### src/rtl/wave_mixer_pkg.sv
// Shared types and helpers for the wave_mixer mixing stage.
// Optional feature macro: WAVE_MIXER_DC_BLOCK_EN (adds the DC-blocking filter stage).
package wave_mixer_pkg;

    localparam int SAT_INW = 48;

`ifdef WAVE_MIXER_DC_BLOCK_EN
    typedef enum logic [1:0] {
        ST_IDLE  = 2'd0,
        ST_ACCUM = 2'd1,
        ST_SAT   = 2'd2,
        ST_FILT  = 2'd3
    } mix_state_t;
`else
    typedef enum logic [1:0] {
        ST_IDLE  = 2'd0,
        ST_ACCUM = 2'd1,
        ST_SAT   = 2'd2
    } mix_state_t;
`endif

    typedef struct packed {
        logic        clip;
        logic [15:0] val;
    } sat16_t;

    // Accumulator width: full product width plus headroom for summing nch products.
    function automatic int acc_width(input int nch, input int volw);
        return 17 + volw + $clog2(nch);
    endfunction

    // Clamp a sign-extended value into signed 16 bits, flagging when the clamp engages.
    function automatic sat16_t sat16(input logic signed [SAT_INW-1:0] x);
        localparam logic signed [SAT_INW-1:0] MAXV = SAT_INW'(32767);
        localparam logic signed [SAT_INW-1:0] MINV = -SAT_INW'(32768);
        sat16_t r;
        if (x > MAXV) begin
            r.clip = 1'b1;
            r.val  = 16'h7FFF;
        end else if (x < MINV) begin
            r.clip = 1'b1;
            r.val  = 16'h8000;
        end else begin
            r.clip = 1'b0;
            r.val  = x[15:0];
        end
        return r;
    endfunction

endpackage

### src/rtl/wave_mixer_dc_block.sv
// One-pole DC-blocking high-pass applied to each mixed sample.
// Present only when WAVE_MIXER_DC_BLOCK_EN is defined.
`ifdef WAVE_MIXER_DC_BLOCK_EN
module wave_dc_block
    import wave_mixer_pkg::*;
(
    input  logic        I_CLK,
    input  logic        I_RST,
    input  logic        I_STEP,
    input  logic [15:0] I_X,
    output logic [15:0] O_Y,
    output logic        O_CLIP
);

    localparam int FW = 20;
    localparam logic signed [FW-1:0] ST_MAX = FW'(131071);
    localparam logic signed [FW-1:0] ST_MIN = -FW'(131072);

    logic signed [17:0]   x_prev;
    logic signed [17:0]   y_prev;
    logic signed [FW-1:0] y_full;
    logic signed [FW-1:0] y_state;
    sat16_t               y_sat;

    // Filter difference equation, 18-bit clamp for the stored state and 16-bit clamp for the output.
    always_comb begin
        y_full = FW'($signed(I_X)) - FW'(x_prev) + FW'(y_prev) - FW'(y_prev >>> 8);
        if (y_full > ST_MAX) begin
            y_state = ST_MAX;
        end else if (y_full < ST_MIN) begin
            y_state = ST_MIN;
        end else begin
            y_state = y_full;
        end
        y_sat  = sat16(SAT_INW'(y_full));
        O_Y    = y_sat.val;
        O_CLIP = y_sat.clip;
    end

    // Advance the filter history once per mixed sample.
    always_ff @(posedge I_CLK) begin
        if (I_RST) begin
            x_prev <= '0;
            y_prev <= '0;
        end else if (I_STEP) begin
            x_prev <= {{2{I_X[15]}}, I_X};
            y_prev <= y_state[17:0];
        end
    end

endmodule
`endif

### src/rtl/wave_mixer.sv
// Time-multiplexed mixer: snapshots NCH channel samples on each output tick,
// accumulates volume-scaled products one channel per cycle, then saturates to 16 bits.
// Optional feature macro: WAVE_MIXER_DC_BLOCK_EN (DC-blocking filter after saturation).
module wave_mixer
    import wave_mixer_pkg::*;
#(
    parameter int NCH  = 8,
    parameter int VOLW = 4
) (
    input  logic                I_CLK,
    input  logic                I_RST,
    input  logic                I_SAMPLE_TICK,
    input  logic [NCH*16-1:0]   I_CH_SND,
    input  logic [NCH*VOLW-1:0] I_CH_VOL,
    input  logic [NCH-1:0]      I_CH_EN,
    output logic [15:0]         O_SND,
    output logic                O_SND_VALID,
    output logic                O_CLIP,
    output logic                O_BUSY
);

    localparam int ACCW  = acc_width(NCH, VOLW);
    localparam int PRODW = 17 + VOLW;
    localparam int CHW   = $clog2(NCH);

    mix_state_t               state;
    logic [NCH*16-1:0]        snd_q;
    logic [NCH*VOLW-1:0]      vol_q;
    logic [NCH-1:0]           en_q;
    logic signed [ACCW-1:0]   acc;
    logic [CHW-1:0]           ch;

    logic [15:0]              cur_snd;
    logic [VOLW-1:0]          cur_vol;
    logic                     cur_en;
    logic signed [PRODW-1:0]  prod;
    logic signed [ACCW-1:0]   term;
    logic signed [ACCW-1:0]   shifted;
    sat16_t                   sat_res;

`ifdef WAVE_MIXER_DC_BLOCK_EN
    logic [15:0] x_sat;
    logic        clip_sat;
    logic [15:0] filt_y;
    logic        filt_clip;
    logic        filt_step;

    assign filt_step = (state == ST_FILT);

    wave_dc_block u_dc_block (
        .I_CLK  (I_CLK),
        .I_RST  (I_RST),
        .I_STEP (filt_step),
        .I_X    (x_sat),
        .O_Y    (filt_y),
        .O_CLIP (filt_clip)
    );
`endif

    // Select the current channel from the snapshot and form its scaled contribution and the final clamp.
    always_comb begin
        cur_snd = snd_q[ch*16 +: 16];
        cur_vol = vol_q[ch*VOLW +: VOLW];
        cur_en  = en_q[ch];
        prod    = $signed({{(PRODW-16){cur_snd[15]}}, cur_snd})
                * $signed({{(PRODW-VOLW){1'b0}}, cur_vol});
        term    = cur_en ? {{(ACCW-PRODW){prod[PRODW-1]}}, prod} : '0;
        shifted = acc >>> VOLW;
        sat_res = sat16({{(SAT_INW-ACCW){shifted[ACCW-1]}}, shifted});
    end

    // Mixing sequencer with registered outputs: snapshot, accumulate per channel, saturate, publish.
    always_ff @(posedge I_CLK) begin
        if (I_RST) begin
            state       <= ST_IDLE;
            snd_q       <= '0;
            vol_q       <= '0;
            en_q        <= '0;
            acc         <= '0;
            ch          <= '0;
            O_SND       <= '0;
            O_SND_VALID <= 1'b0;
            O_CLIP      <= 1'b0;
            O_BUSY      <= 1'b0;
`ifdef WAVE_MIXER_DC_BLOCK_EN
            x_sat       <= '0;
            clip_sat    <= 1'b0;
`endif
        end else begin
            O_SND_VALID <= 1'b0;
            O_CLIP      <= 1'b0;
            case (state)
                ST_IDLE: begin
                    if (I_SAMPLE_TICK) begin
                        snd_q  <= I_CH_SND;
                        vol_q  <= I_CH_VOL;
                        en_q   <= I_CH_EN;
                        acc    <= '0;
                        ch     <= '0;
                        O_BUSY <= 1'b1;
                        state  <= ST_ACCUM;
                    end
                end
                ST_ACCUM: begin
                    acc <= acc + term;
                    if (ch == CHW'(NCH-1)) begin
                        state <= ST_SAT;
                    end else begin
                        ch <= ch + 1'b1;
                    end
                end
                ST_SAT: begin
`ifdef WAVE_MIXER_DC_BLOCK_EN
                    x_sat    <= sat_res.val;
                    clip_sat <= sat_res.clip;
                    state    <= ST_FILT;
`else
                    O_SND       <= sat_res.val;
                    O_CLIP      <= sat_res.clip;
                    O_SND_VALID <= 1'b1;
                    O_BUSY      <= 1'b0;
                    state       <= ST_IDLE;
`endif
                end
`ifdef WAVE_MIXER_DC_BLOCK_EN
                ST_FILT: begin
                    O_SND       <= filt_y;
                    O_CLIP      <= clip_sat | filt_clip;
                    O_SND_VALID <= 1'b1;
                    O_BUSY      <= 1'b0;
                    state       <= ST_IDLE;
                end
`endif
                default: begin
                    state <= ST_IDLE;
                end
            endcase
        end
    end

endmodule
### config.mk
export PLATFORM = sky130hd
export DESIGN_NAME = wave_mixer
export DESIGN_NICKNAME = d
export VERILOG_FILES = /design/src/rtl/wave_mixer_pkg.sv /design/src/rtl/wave_mixer_dc_block.sv /design/src/rtl/wave_mixer.sv
export SDC_FILE = /design/constraint.sdc
export NUM_CORES = 1
export LEC_CHECK = 0
export ABC_CLOCK_PERIOD_IN_PS = 13300
export BUFFER_PORTS_ARGS = -buffer_cell sky130_fd_sc_hd__buf_2
export CAP_MARGIN = 5
export CORE_ASPECT_RATIO = 0.6
export CORE_MARGIN = 1.5
export CORE_UTILIZATION = 50
export DETAILED_ROUTE_END_ITERATION = 10
export PLACE_DENSITY = 0.72
export SETUP_SLACK_MARGIN = 0.15
export SKIP_CTS_REPAIR_TIMING = 1
export SYNTH_ARGS = -nofsm -noshare
export SYNTH_HDL_FRONTEND = slang
export SYNTH_HIERARCHICAL = 1
export SYNTH_SLANG_ARGS = --single-unit
export TNS_END_PERCENT = 10
### constraint.sdc
create_clock -name I_CLK -period 13.3 [get_ports I_CLK]
set_clock_uncertainty 0.2 [all_clocks]
set_input_delay 1.33 -clock I_CLK [delete_from_list [all_inputs] [get_ports I_CLK]]
set_output_delay 1.33 -clock I_CLK [all_outputs]
set_load 0.01 [all_outputs]
Yosys cells after proc, flatten, opt, wreduce, memory -nomap -nowiden
Cells that the tools add are included.

Word-level logic and storage cells: 50. Output and inout bits: 19. RAM bits: 0. Bits in latches: 0. Input port bits: 171. Bits in read-only memories: 0. Memories: 0. Register bits after elaboration: 216.

Divide/modulo/power cells: 0. Eq/ne operators: 6. Shift operators: 2. Multipliers: 1. Bitwise logic cells: 1. Magnitude comparators: 3. Mux-type cells: 16. Reductions and logical operators: 9. $add $sub $neg: 2.

Operator list (number): variable part select 128 x 8 -> 16 bit (1); 2-to-1 mux 24 bit (2); one-hot mux 24 bit (2 select lines) (1); 2-to-1 mux 17 bit (2); variable part select 32 x 6 -> 4 bit (1); adder 24 bit (1); multiplier 16 x 5 -> 21 bit (1); greater-than comparator 20 x 16 -> 1 bit, second input constant (1); less-than comparator 20 x 16 -> 1 bit, second input constant (1); AND reduction 2 bit (4); 2-to-1 mux 3 bit (2); inequality test 2 bit, second input constant (3); one-hot mux 3 bit (2 select lines) (1); less-than comparator 3 x 4 -> 1 bit, second input constant (1); 2-to-1 mux 2 bit (2); one-hot mux 2 bit (2 select lines) (1); nonzero test 2 bit (2); adder 3 x 1 -> 3 bit, second input constant (1); binary-select mux 1 bit (select 3 bit) (1); equality test 3 bit, second input constant (1); 2-to-1 mux 1 bit (3); AND reduction 3 bit (1); equality test 2 x 1 -> 1 bit, second input constant (1); equality test 2 bit, second input constant (1); 4 further kinds (4).

Depth between registers and ports, before layout
Gate-level depths: netlist (run 1).

Word-level depth: 5. Mapped depth: 31. Depth with buffers taken out: 28.

Least setup slack after synthesis (run 1)
Ideal clock, no wire load.

Kind: reg-to-reg. Start point: reg ch[0]. End point: reg acc[23]. Data required time: 13026 ps. Arrival time: 7121 ps. Buffers on the path: 3. Slack: 5905 ps. Stages on the path, launching flop included: 30. Period minus slack after synthesis: 7395 ps. Setup time: 74 ps. Path through: dfxtp_1 -> buf_6 -> buf_1 -> mux4_2 -> mux2i_1 -> clkbuf_1 -> nor2_1 -> ha_1 -> inv_1 -> fa_1 -> fa_1 -> inv_1 -> ha_1 -> a21oi_1 -> o211ai_1 -> o41ai_2 -> o21bai_1 -> a21oi_1 -> xor2_1 -> nor2_1 -> ha_1 -> a21o_1 -> a21o_1 -> a21oi_1 -> o21ai_1 -> o21bai_1 -> nand3_1 -> a2111o_1 -> a311o_1 -> a31oi_1.

Cells in the longest elaborated chain, start to end: 5. Elaborated cells on any way between the ends: 8. Classes of those cells: 1 x add/sub; 1 x mul; 2 x shift; 4 x mux.

RTL lines: start, declared (RTL line wave_mixer.sv:31) `logic [CHW-1:0] ch;`; start signal, assigned (RTL line wave_mixer.sv:109) `ch <= ch + 1'b1;`; variable part select 128 x 8 -> 16 bit, or another cell as far along (RTL line wave_mixer.sv:62) `cur_snd = snd_q[ch*16 +: 16];`; multiplier 16 x 5 -> 21 bit / 2-to-1 mux 1 bit (equally long branches) (RTL line wave_mixer.sv:66, wave_mixer.sv:64); 2-to-1 mux 24 bit * (RTL line wave_mixer.sv:67) `term = cur_en ? {{(ACCW-PRODW){prod[PRODW-1]}}, prod} : '0;`; adder 24 bit * (RTL line wave_mixer.sv:105) `acc <= acc + term;`; one-hot mux 24 bit (2 select lines) * (RTL line wave_mixer.sv:92) `case (state)`; end signal, assigned (RTL line wave_mixer.sv:105); end, declared (RTL line wave_mixer.sv:30) `logic signed [ACCW-1:0] acc;`.

Every way passes the cells marked *; elsewhere a longest branch is shown, timed or not. The select of a mux whose other input is x is not followed. A chain may end at the register's enable or synchronous reset.

Final worst setup path (run 1)
Same ends and word-level chain as after synthesis.

==> results of run 1 <==
==> cell type report <==
type	instances	share of cell area, %
clock buffer	29	4.27
tap	315	2.82
clock inverter	8	0.950
inverter	82	2.21
timing repair buffer	201	7.47
antenna	2	0.0359
sequential	216	31.0
multi-input combinational	1087	51.2
==> state kept, by name (all words and copies together), names as in the netlist, 2 cells and up <==
signal	flops
ch	3
O_SND	16
en_q	8
acc	24
vol_q	32
snd_q	128
state	2
==> per-layer routing <==
| metal | vias to the layer above | track usage, % | wire (µm) |
|---|---|---|---|
| li1 | 5226 | - | - |
| met1 | 5047 | 37.6 | 15300 |
| met2 | 314 | 37.7 | 12800 |
| met3 | 34 | 3.72 | 2010 |
| met4 | 2 | 5.01 | 546 |
| met5 | - | 0 | 12 |
==> stage by stage <==
stage          hold slack [ns]  utilization [%]  power [W]
2_1_floorplan            0.233                -   0.000838
3_3_place_gp             0.227             56.4   0.000899
3_5_place_dp             0.229             56.4   0.000903
4_1_cts                  0.239             59.5    0.00153
5_1_grt                  0.257             59.5    0.00158
6_report                 0.235             59.5    0.00152
==> report_power, final <==
group | total, W | internal (W) | switching (W) | leakage [nW]
sequential | 0.000701 | 0.000679 | 0.0000225 | 1.77
clock | 0.000630 | 0.000374 | 0.000256 | 0.354
combinational | 0.000188 | 0.0000771 | 0.000111 | 3.95
==> worst max-delay path, delay by kind of cell (launching register included) <==
kind | cells | cell delay (ns)
mux | 2 | 0.78
compound gates | 12 | 2.82
xor+xnor | 1 | 0.19
buf+inv | 3 | 0.34
fa+ha+maj | 5 | 2.14
simple gates | 4 | 0.39
flops | 1 | 0.93
==> worst max-delay path by stage <==
stage / startpoint / to / slack (ns) / cells past startpoint
4_1_cts: ch[0]$_SDFFE_PP0P_ / acc[23]$_SDFFE_PP0P_ / 5.44 / 27
2_1_floorplan: ch[0]$_SDFFE_PP0P_ / acc[23]$_SDFFE_PP0P_ / 5.91 / 29
3_3_place_gp: ch[0]$_SDFFE_PP0P_ / acc[23]$_SDFFE_PP0P_ / 5.65 / 27
6_report: ch[0]$_SDFFE_PP0P_ / acc[23]$_SDFFE_PP0P_ / 5.42 / 27
5_1_grt: ch[0]$_SDFFE_PP0P_ / acc[23]$_SDFFE_PP0P_ / 4.85 / 27
3_5_place_dp: ch[0]$_SDFFE_PP0P_ / acc[23]$_SDFFE_PP0P_ / 5.46 / 27
==> cells in the final DEF, fill, tap and decap left out, types with 6 or more instances in the layout <==
cell type / Yosys / layout
xnor2_1: 20 / 20
nor3_1: 11 / 11
inv_1: 81 / 81
ha_1: 63 / 63
nor2_1: 86 / 86
nand3_1: 33 / 33
a21oi_1: 219 / 219
mux2i_1: 22 / 22
nand2_1: 398 / 398
or2_1: 13 / 13
a31oi_1: 6 / 6
fa_1: 34 / 34
o21ai_1: 9 / 9
nor2b_1: 10 / 8
buf_4: 0 / 12
o21ai_0: 13 / 13
o21bai_1: 6 / 6
o211ai_1: 11 / 11
o21a_1: 6 / 6
a21o_1: 15 / 15
nand4_1: 6 / 6
buf_2: 6 / 188
clkbuf_16: 0 / 21
xor2_1: 9 / 9
mux4_2: 42 / 42
dfxtp_1: 216 / 214
==> logic make-up after synthesis <==
logic type / Yosys count / synth area share, %
fa+ha+maj: 98 / 12.2
flops: 216 / 35.7
compound gates: 306 / 14.3
xor+xnor: 30 / 2.23
simple gates: 587 / 20.1
buf+inv: 176 / 5.57
mux: 66 / 9.99
==> metrics.md, run 1 <==
| Metric | Value |
|---|---|
| Area added between synthesis and finish | 15.0% |
| Worst EP required | 13.53 ns |
| Fillers | 2,117 |
| Vias in the first global route | ~10,000 |
| Reg2reg start | ch[0]$_SDFFE_PP0P_ |
| Placed insts | 1,901 |
| Fin crit period | approximately 7.9 ns |
| Syn Nets | 1,747 |
| Core area | 0.0235 mm² |
| Worst Hold Class | flip-flop to flip-flop |
| Final antenna-violating net count | 0 |
| Final instance area | 0.0140 mm² |
| Initial Util | 51.7% |
| Final hold violation count | 0 |
| Cell Area, Placed | between 0.01 and 0.015 mm² |
| GP Congestion | 0.881 |
| Max incr delay on CP | about 0.93 ns |
| Multi-input logic area | about 0.0071 mm² |
| Async SR Flop Fraction | 0% |
| Clock Path Buffers | 3 |
| Slowest-stage cell, CP | dfxtp_4 |
| Final wirelength | 30.7 mm |
| DRT Pass-1 Iters | 7 |
| Fin nets | 1,877 |
| Grt total ovfl | 0 |
| CP arrival | 8.11 ns |
| Pin count of the biggest net entering global routing | about 110 |
| CP max FO | 45 |
| Setup violators final | 0 |
| Total number of vias | 10,600 |
| Synth top area cells | dfxtp_1, nand2_1, a21oi_1 |
| Storage element area | about 0.0043 mm² |
| Clk pin slew, worst setup/hold paths | 0.07 ns |
| Top cells by count, synth | nand2_1, a21oi_1, dfxtp_1, nor2_1, inv_1 |
| Crit. End Element | flip-flop |
| Die Wd | 204 µm |
| Hold Path Sink | O_SND[10]$_SDFFE_PP0P_ |
| Die Height | 124 µm |
| Synth area leader | dfxtp_1 |
| Max Slew Vio Count | 0 |
| DRC Markers | 0 |
| Synth Cell Area | 0.0121 mm² |
| FF-to-FF setup slack | approximately 5.4 ns |
| Total CTS buffers | 21 |
| Synth Flop Type | dfxtp_1 |
| Worst skew pair latency | 0.50 ns |
| Cell with the most instances after synthesis | nand2_1 |
| Initial antenna violation count | 3 |
| First-iteration detailed-routing DRC count | 812 |
| Worst reg2reg path depth | 27 |
| YS warnings | 6 |
| Critical Path Most Common Cell | ha_1 |
| IO Pins | 190 |
| Final Non-Filler Cells | roughly 1,900 |
| Gr usage total | between 20% and 30% |
| #FFs+latches synth | 216 |
| Tcrit/Tclk final | 59.3% |
| CTS H-Tree Depth | 1 |
| Fin Setup TNS | 0 ns |
| Slew @ Worst Pin | between 1 and 1.5 ns |
| CTS tree | done |
| Upper clock frequency limit | approximately 0.13 GHz |
| Cell area power density | approximately 110 mW/mm² |
| Slew HR | 31.2% |
| Crit start category | flip-flop |
| Avg Vias per Cell | 5.48 |
| Setup slack at placement | 5.46 ns |
| Reg-to-Reg End | acc[23]$_SDFFE_PP0P_ |
| Synth unique cells | between 50 and 60 |
| CTS Sinks | 216 |
| RSZ-0062 raised after global routing | false |
| Detailed placer's ending HPWL | 22.2 mm |
| FP Rows | 43 |
| I/O Buffers | 189 |
| Root Buffer | clkbuf_16 |
| First-pass GRT wire length | 50.6 mm |
| Status | finished, final reports clean |
| Pleak | a little over 6 nW |
| Die ar. | around 0.025 mm² |
| Setup slack after layout | 5.42 ns |
| Routed WL per cell | ~16 µm |
| Min-delay src | O_SND[10]$_SDFFE_PP0P_ |
| Hold depth | 2 |
| Fraction of layout cells with a size suffix above 1 | between 10% and 20% |
| MaxCap Viol Count | 0 |
| Register area share after synthesis | 35.7% |
| Peak supply drop | 0.0737 mV |
| Top-area cell type share of the netlist area | 35.7% |
| Syn avg cell area | 8.20 µm² |
| EDFF count, synth | 0 |
| Post-synthesis instance total | roughly 1,500 |
| Crit Path Class | flip-flop to flip-flop |
Note: power is estimated with default switching activity, not from simulation.
==> inputs of run 2 (changes only) <==
--- a/config.mk
+++ b/config.mk
@@ -5,14 +5,14 @@
 export SDC_FILE = /design/constraint.sdc
 export NUM_CORES = 1
 export LEC_CHECK = 0
-export ABC_CLOCK_PERIOD_IN_PS = 13300
+export ABC_CLOCK_PERIOD_IN_PS = 6850
 export BUFFER_PORTS_ARGS = -buffer_cell sky130_fd_sc_hd__buf_2
 export CAP_MARGIN = 5
 export CORE_ASPECT_RATIO = 0.6
 export CORE_MARGIN = 1.5
 export CORE_UTILIZATION = 50
 export DETAILED_ROUTE_END_ITERATION = 10
-export PLACE_DENSITY = 0.72
+export PLACE_DENSITY = 0.75
 export SETUP_SLACK_MARGIN = 0.15
 export SKIP_CTS_REPAIR_TIMING = 1
 export SYNTH_ARGS = -nofsm -noshare
==> constraint.sdc (replaced) <==
create_clock -name I_CLK -period 6.85 [get_ports I_CLK]
set_clock_uncertainty 0.2 [all_clocks]
set_input_delay 0.685 -clock I_CLK [delete_from_list [all_inputs] [get_ports I_CLK]]
set_output_delay 0.685 -clock I_CLK [all_outputs]
set_load 0.01 [all_outputs]
==> run 2 against run 1 <==
Effect of this change: the run now ends with negative setup slack left; setup slack lost 5.5 ns; largest cell class unchanged; critical endpoint unchanged; combinational power increased by 150%; sequential share of layout area fell by 2.7 points; total power increased by 110%; via count increased by 2.9%; critical path depth increased by 3; utilization increased by 5.7 points; register-to-register slack worse by 5.5 ns; highest routed layer is now met4.
==> metrics.md, run 2 (synthesis results as in run 1) <==
| Metric | Value |
|---|---|
| First-pass GRT wire length | 51.0 mm (+0.93%) |
| Vias in the first global route | 10,300 (+3.2%) |
| Initial Util | 51.7% (unchanged) |
| Hold Path Sink | snd_q[46]$_SDFFE_PP0P_ |
| Max incr delay on CP | 0.54 ns (-0.39 ns) |
| Root Buffer | clkbuf_16 |
| Critical Path Most Common Cell | nor2_1 |
| Worst EP required | 7.09 ns (-6.44 ns) |
| Pin count of the biggest net entering global routing | 170 (+57%) |
| Tcrit/Tclk final | 101% (+41 points) |
| Reg2reg start | ch[0]$_SDFFE_PP0P_ |
| Max reg flops | 128 (unchanged) |
| Worst skew pair latency | 0.53 ns (+0.03 ns) |
| Max Slew Vio Count | 0 (unchanged) |
| DRT Pass-1 Iters | 5 (-2) |
| Core area | 0.0235 mm² (unchanged) |
| Upper clock frequency limit | 0.145 GHz (+14%) |
| Reg-to-Reg End | acc[23]$_SDFFE_PP0P_ |
| Die Height | 124 µm (unchanged) |
| Worst Hold Class | input port to flip-flop |
| Cell Area, Placed | 0.0136 mm² (+2.7%) |
| Final antenna-violating net count | 0 (unchanged) |
| Slew @ Worst Pin | 1.02 ns (-0.00535 ns) |
| Commonest non-fill, non-tap cell in the layout | nand2_1 |
| Violated checks | negative setup slack |
| DRC Markers | 0 (unchanged) |
| Gr usage total | 25.1% (+0.28 points) |
| Min-delay src | I_CH_SND[46] |
| Crit. End Element | flip-flop |
| Area added between synthesis and finish | 26.1% |
| Hold slack | 0.192 ns (-0.0429 ns) |
| Pleak | 6.49 nW (+6.9%) |
| FP Rows | 43 (unchanged) |
| Initial antenna violation count | 0 (-3) |
| Clock Path Buffers | 3 (unchanged) |
| Slowest-stage cell, CP | mux4_2 |
| Top Registers | snd_q x128, vol_q x32, acc x24 |
| Fin util | 65.2% (+5.7 points) |
| Final instance area | 0.0153 mm² (+9.6%) |
| Crit Path Class | flip-flop to flip-flop |
| CP arrival | 7.12 ns (-0.99 ns) |
| Final wirelength | 33.7 mm (+9.9%) |
| Worst reg2reg path depth | 30 (+11%) |
| Setup violators final | 1 (+1) |
| Total CTS buffers | 22 (+4.8%) |
| Fillers | 1,910 (-9.8%) |
| Routed WL per cell | 16.8 µm (+6.4%) |
| Total number of vias | 10,900 (+2.9%) |
| Clk pin slew, worst setup/hold paths | 0.07 ns (about the same) |
| RSZ-0062 raised after global routing | true |
| Fin nets | 1,939 (+3.3%) |
| Fin crit period | 6.89 ns (-0.995 ns) |
| Crit start category | flip-flop |
| FF-to-FF setup slack | -0.04 ns (-5.45 ns) |
| Largest register by flop count | snd_q |
| Slew HR | 31.8% (+0.61 points) |
| Avg Vias per Cell | 5.45 (-0.38%) |
| IO Pins | 190 (unchanged) |
| Final hold violation count | 0 (unchanged) |
| MaxCap Viol Count | 0 (unchanged) |
| First-iteration detailed-routing DRC count | 899 (+11%) |
| CTS Sinks | 216 (unchanged) |
| I/O Buffers | 189 (unchanged) |
| Most frequent cells in the layout | nand2_1, dfxtp_1, a21oi_1, buf_2, nor2_1 |
| Setup slack after layout | -0.0358 ns (-5.45 ns) |
| Peak supply drop | 0.173 mV (+130%) |
| CP max FO | 6 (-87%) |
| Status | finished, violations left |
| Detailed placer's ending HPWL | 22.5 mm (+1.1%) |
| Cell area power density | 206 mW/mm² (+89%) |
| Power, Total | 0.00315 W (+110%) |
| Fraction of layout cells with a size suffix above 1 | 26.2% (+8.1 points) |
| CTS H-Tree Depth | 1 (unchanged) |
| CTS tree | done |
| Hold depth | 3 (+1) |
| Die Wd | 204 µm (unchanged) |
| Grt total ovfl | 0 (unchanged) |
| GP Congestion | 0.978 (+11%) |
| Die ar. | 0.0252 mm² (unchanged) |
-- run 2: worst max-delay path by stage --
stage | startpoint | end | slack (ns) | depth (start not counted)
after global placement | ch[0]$_SDFFE_PP0P_ | acc[23]$_SDFFE_PP0P_ | -0.15 | 25
after global routing | ch[0]$_SDFFE_PP0P_ | acc[23]$_SDFFE_PP0P_ | -0.25 | 30
after detailed placement | ch[0]$_SDFFE_PP0P_ | acc[22]$_SDFFE_PP0P_ | -0.24 | 26
final | ch[0]$_SDFFE_PP0P_ | acc[23]$_SDFFE_PP0P_ | -0.04 | 30
after CTS | ch[0]$_SDFFE_PP0P_ | acc[22]$_SDFFE_PP0P_ | -0.28 | 26
after floorplan | ch[0]$_SDFFE_PP0P_ | acc[23]$_SDFFE_PP0P_ | 0.16 | 29
-- run 2: cell type report --
class                      instances  area (µm²)  area share (%)
timing repair buffer             262        1740            11.4
multi-input combinational       1087        7700            50.4
inverter                          82         308            2.01
tap                              315         394            2.58
clock buffer                      30         662            4.33
clock inverter                    10         150           0.982
antenna                            1        2.50          0.0164
sequential                       216        4330            28.3
-- run 2: per-layer routing --
layer	up-vias	part of all wire, %	GRT usage (%)
li1	5353	-	-
met1	5158	47	36.0
met2	370	45	40.7
met3	45	7.0	3.56
met4	0	1.4	5.19
met5	-	0	0
-- run 2: per-stage QoR --
stage | instances | worst slack (ns) | TNS (ns)
2_1_floorplan | 1479 | 0.160 | 0
3_3_place_gp | 1927 | -0.150 | -0.387
3_5_place_dp | 1927 | -0.241 | -0.783
4_1_cts | 1967 | -0.280 | -0.943
5_1_grt | 2002 | -0.253 | -0.459
6_report | 2003 | -0.0358 | -0.0358
-- run 2: critical path: cells and delay by family, from the launching register on --
kind	cells	cell delay (ns)
fa+ha+maj	5	1.91
buf+inv	8	0.92
flops	1	0.39
mux	2	0.76
compound gates	9	1.78
xor+xnor	1	0.19
simple gates	5	0.62
-- run 2: report_power, final --
| part | switching (W) | internal [W] |
|---|---|---|
| combinational | 0.000260 | 0.000209 |
| clock | 0.000531 | 0.000799 |
| sequential | 0.0000357 | 0.00132 |
| total | 0.000827 | 0.00233 |
